$ cat src/rtl/mem_port_arbiter.sv
// Arbitrates the single MIPS32 memory port between instruction fetch and load/store,
// with bus timeout and pipeline stall. Define MEM_ARB_RR_EN for a round-robin tie-break.
module mem_port_arbiter #(
   parameter int AW      = 32,
   parameter int DW      = 32,
   parameter int TIMEOUT = 15
) (
   input  logic            clk,
   input  logic            rst_n,
   input  logic            if_req,
   input  logic [AW-1:0]   if_addr,
   output logic [DW-1:0]   if_rdata,
   output logic            if_ack,
   input  logic            d_req,
   input  logic            d_we,
   input  logic [AW-1:0]   d_addr,
   input  logic [DW-1:0]   d_wdata,
   input  logic [DW/8-1:0] d_be,
   output logic [DW-1:0]   d_rdata,
   output logic            d_ack,
   output logic            bus_err,
   output logic            m_req,
   output logic            m_we,
   output logic [AW-1:0]   m_addr,
   output logic [DW-1:0]   m_wdata,
   output logic [DW/8-1:0] m_be,
   input  logic [DW-1:0]   m_rdata,
   input  logic            m_ready,
   output logic            stall
);

   localparam int BW = DW / 8;
   localparam int CW = 8;

   typedef enum logic [1:0] {IDLE, GNT_IF, GNT_D, DONE} state_t;

   state_t          r_state;
   logic [CW-1:0]   r_cnt;
   logic            r_m_req;
   logic            r_m_we;
   logic [AW-1:0]   r_m_addr;
   logic [DW-1:0]   r_m_wdata;
   logic [BW-1:0]   r_m_be;
   logic [DW-1:0]   r_if_rdata;
   logic [DW-1:0]   r_d_rdata;
   logic            r_if_ack;
   logic            r_d_ack;
   logic            r_bus_err;

   logic            w_pick_d;
   logic            w_timeout;

`ifdef MEM_ARB_RR_EN
   logic            r_last_grant;   // 0 = IF granted last, 1 = D granted last

   // NOTE: always_comb assigns its output on every path so no latch is inferred.
   always_comb begin
      w_pick_d = d_req & (~if_req | ~r_last_grant);
   end
`else
   always_comb begin
      w_pick_d = d_req;
   end
`endif

   // The count reaches TIMEOUT on the edge that ends the TIMEOUT-th waiting cycle.
   assign w_timeout = (r_cnt == CW'(TIMEOUT - 1));

   // NOTE: sequential state uses non-blocking assignments so all registers update together.
   always_ff @(posedge clk or negedge rst_n) begin
      if (!rst_n) begin
         r_state    <= IDLE;
         r_cnt      <= '0;
         r_m_req    <= 1'b0;
         r_m_we     <= 1'b0;
         r_m_addr   <= '0;
         r_m_wdata  <= '0;
         r_m_be     <= '0;
         r_if_rdata <= '0;
         r_d_rdata  <= '0;
         r_if_ack   <= 1'b0;
         r_d_ack    <= 1'b0;
         r_bus_err  <= 1'b0;
`ifdef MEM_ARB_RR_EN
         r_last_grant <= 1'b0;
`endif
      end else begin
         r_if_ack  <= 1'b0;
         r_d_ack   <= 1'b0;
         r_bus_err <= 1'b0;
         case (r_state)
            IDLE: begin
               if (w_pick_d) begin
                  r_m_we    <= d_we;
                  r_m_addr  <= d_addr;
                  r_m_wdata <= d_wdata;
                  r_m_be    <= d_be;
                  r_m_req   <= 1'b1;
                  r_cnt     <= '0;
                  r_state   <= GNT_D;
`ifdef MEM_ARB_RR_EN
                  r_last_grant <= 1'b1;
`endif
               end else if (if_req) begin
                  r_m_we    <= 1'b0;
                  r_m_addr  <= if_addr;
                  r_m_wdata <= '0;
                  r_m_be    <= '1;
                  r_m_req   <= 1'b1;
                  r_cnt     <= '0;
                  r_state   <= GNT_IF;
`ifdef MEM_ARB_RR_EN
                  r_last_grant <= 1'b0;
`endif
               end
            end
            GNT_IF, GNT_D: begin
               if (m_ready) begin
                  r_m_req <= 1'b0;
                  r_state <= DONE;
                  if (r_state == GNT_IF) begin
                     r_if_ack   <= 1'b1;
                     r_if_rdata <= m_rdata;
                  end else begin
                     r_d_ack <= 1'b1;
                     if (!r_m_we) begin
                        r_d_rdata <= m_rdata;
                     end
                  end
               end else if (w_timeout) begin
                  r_m_req   <= 1'b0;
                  r_state   <= DONE;
                  r_bus_err <= 1'b1;
                  r_cnt     <= r_cnt + 1'b1;
                  if (r_state == GNT_IF) begin
                     r_if_ack <= 1'b1;
                  end else begin
                     r_d_ack <= 1'b1;
                  end
               end else begin
                  r_cnt <= r_cnt + 1'b1;
               end
            end
            DONE: begin
               r_state <= IDLE;
            end
            default: begin
               r_state <= IDLE;
            end
         endcase
      end
   end

   assign m_req    = r_m_req;
   assign m_we     = r_m_we;
   assign m_addr   = r_m_addr;
   assign m_wdata  = r_m_wdata;
   assign m_be     = r_m_be;
   assign if_rdata = r_if_rdata;
   assign d_rdata  = r_d_rdata;
   assign if_ack   = r_if_ack;
   assign d_ack    = r_d_ack;
   assign bus_err  = r_bus_err;

   assign stall = (if_req & ~if_ack) | (d_req & ~d_ack);

endmodule

$ cat config.mk
export PLATFORM = sky130hd
export DESIGN_NAME = mem_port_arbiter
export DESIGN_NICKNAME = d
export VERILOG_FILES = /design/src/rtl/mem_port_arbiter.sv
export SDC_FILE = /design/constraint.sdc
export NUM_CORES = 1
export LEC_CHECK = 0
export CAP_MARGIN = 40
export CORE_MARGIN = 2
export CORE_UTILIZATION = 41
export CTS_CLUSTER_DIAMETER = 120
export CTS_CLUSTER_SIZE = 28
export DETAILED_ROUTE_END_ITERATION = 8
export GPL_TIMING_DRIVEN = 0
export HOLD_SLACK_MARGIN = 0.1
export PLACE_DENSITY = 0.76
export SETUP_SLACK_MARGIN = 0.15
export SLEW_MARGIN = 20
export SYNTH_ARGS = -nofsm -noshare
export SYNTH_HDL_FRONTEND = slang
export SYNTH_SLANG_ARGS = --single-unit
$ cat constraint.sdc
create_clock -name clk -period 2.9 [get_ports clk]
set_clock_uncertainty 0.15 [all_clocks]
set_input_delay 0.29 -clock clk [delete_from_list [all_inputs] [get_ports clk]]
set_output_delay 0.29 -clock clk [all_outputs]
set_load 0.05 [all_outputs]
==> metrics.cfg <==
[placement]
io_buffers=275
dpl.hpwl_mm=12.8
place_congestion=0.820

[worst_setup_path]
r2r_slack_ns=0.38
crit_end=stall
cp-end-kind=output port
worstPathRequired_ns=2.46
r2r_start=r_state[0]
r2r_cells=7
worstSetupStartpointType=input pin
crit_type=input pin to output port
r2r-end=m_addr[11]
cp_max_fo=10
critical_path.startpoint=d_req
arrival_ns=2.14

[drt]
drt_drc_violations_left=0
totalWireLength_mm=17.0
viasPerCell=5.07
drt_iter0_drc=152
vias=4703
wl_per_cell_um=18.3
highest_layer=met4
ant_nets=0
met2_length_mm=8.95
wl_met3_mm=1.00
wl_met1_mm=6.58
drt_first_pass_iters=4

[die]
core.rowCount=43
die_area_mm2=0.0153
pin_count=276
die_h_um=124
die_w_um=124
initial_core_util=0.422
core_area_mm2=0.0139

[grt]
antenna_found_initial=0
grt_usage=0.229
gr-total-overflow=0
grt_pass1_vias=5090
grt_pass1_wl_mm=26.3
grt_max_degree=89

[cells_and_area]
layout_common_cells=clkdlybuf4s50_1, dfrtp_1, mux2_2
layout_commonest_cell=clkdlybuf4s50_1
fillers=1044
final_layout_size_suffix_gt1_frac=0.130
nets=879
area_growth_pct=62.7
diodes=0

[outcome]
status=completed

[timing]
finalHoldViolations=0
setup-violations-final=0
tns_ns=0
worst_pin_slew_ns=0.775
min_period_ns=2.58
whs_ns=0.242
period_share=0.888
relSlewSlack=0.480
slew_viol_final=0
timing.fmax_mhz=388
rsz0062_at_grt=no

[logic_synthesis]
yosysSeqAreaShare=0.626
netlist_instances=440
synth_seq_cells=147
synth_area_leaders=dfrtp_1, mux2_2, mux2i_1
synth_area_mm2=0.00588
syn_area_per_cell_um2=13.4
yosysTopAreaCell=dfrtp_1
synth.distinct_cells=36
yosysWarnings=0
synth_top_area_frac=0.626
synthesis.nets=583

[clock_network]
htreeDepth=4
cts_sinks=147
clk_latency_ns=0.41
cts_tree=yes
cts_resized=0
root_buffer=clkbuf_16
clkTransAtPathRegs_ns=0.06
clockBufferDepth=2
numCtsBuffers=17

[run]
max_cap_violations=0

[power_and_ir_drop]
report.power.total_uw=13500
vdd_drop_max_v=0.000774
powerDensity_mw_per_mm2=1410
power_leakage_uw=0.00414

[worst_hold_path]
hold_class=input pin to asynchronous set/reset pin

[cells by family after synthesis]
group                    count (synthesis)  synth area share
adder cells (fa/ha/maj)                  5            0.0106
multiplexers                            98             0.181
buffers and inverters                   34            0.0241
flip-flops                             147             0.626
XOR/XNOR                                 3           0.00447
AO/OA/AOI/OAI                           84            0.0983
AND/OR/NAND/NOR                         69            0.0558
[worst max-delay path: stages]
cell and delay (ns):
clkdlybuf4s50_1 0.51, buf_2 0.29, inv_1 0.10, o22ai_1 0.12
clkdlybuf4s50_1 0.82
[sequential cells by signal, indices dropped and copies added, names as in the netlist, 2 cells and up]
register and flops:
d_rdata 32, m_wdata 32, r_cnt 8, if_rdata 32, m_be 4, m_addr 32, r_state 2
[worst min path at each step]
stage / start / to / slack (ns)
after CTS: rst_n / if_rdata[29] / 0.26
final: rst_n / if_rdata[25] / 0.24
after global placement: m_addr[16] / m_addr[16] / 0.32
after detailed placement: rst_n / if_rdata[29] / 0.10
after floorplan: rst_n / bus_err / -0.16
after global routing: rst_n / if_rdata[25] / 0.28
[routing by layer]
layer	track usage	vias to the layer above
met1	0.264	2360
met5	0	-
met2	0.395	152
li1	-	2159
met4	0.0987	0
met3	0.0696	32
[report_power, final]
group	internal, µW	leakage (µW)	switching (µW)
logic	2660	0.00202	4780
registers	3030	0.00180	546
clock network	1650	0.000327	825
total	7340	0.00414	6150
[cell type report]
| cell class | instances | area, µm² | share of cell area |
|---|---|---|---|
| clock buffer | 21 | 460 | 0.0481 |
| timing repair buffer | 277 | 2800 | 0.292 |
| tap | 180 | 225 | 0.0236 |
| buffer | 26 | 111 | 0.0116 |
| multi-input combinational | 259 | 2060 | 0.215 |
| clock inverter | 10 | 204 | 0.0213 |
| inverter | 8 | 30.0 | 0.00314 |
| sequential | 147 | 3680 | 0.385 |
[stage by stage]
step,utilization,cells,instance area [µm²],setup slack [ns]
CTS,0.686,928,9560,0.320
global route,0.686,928,9560,0.184
detailed placement,0.638,896,8890,0.200
floorplan,-,440,5880,0.613
global placement,0.636,895,8860,-4.18
finish,0.686,928,9560,0.325
[cells in the mapped netlist]
cell	n
and2_4	1
mux2_1	8
a21bo_1	1
o21ai_1	1
o211ai_1	1
nand2_1	40
buf_6	1
nor2_1	7
or4_1	3
nor4_1	2
xnor2_1	3
clkbuf_1	13
o21a_1	1
and3_1	1
o21ai_0	37
mux2_2	58
ha_1	5
a21oi_1	2
nand2b_1	2
mux2i_1	32
and2_1	1
dfrtp_1	147
buf_2	5
nor4b_1	1
nor3b_1	2
a22o_1	33
nand3_1	5
o22ai_1	1
nor3b_2	1
a31oi_1	1
buf_1	7
o31ai_1	1
inv_1	8
o22a_1	5
nand4b_1	1
or3_1	2
[what timing repair did]
item / in CTS / in global routing
setup buffers: 0 / 0
endpoints found under the hold margin: 59 / 0
hold buffers: 1 / 0
Note: power is estimated with default switching activity, not from simulation.
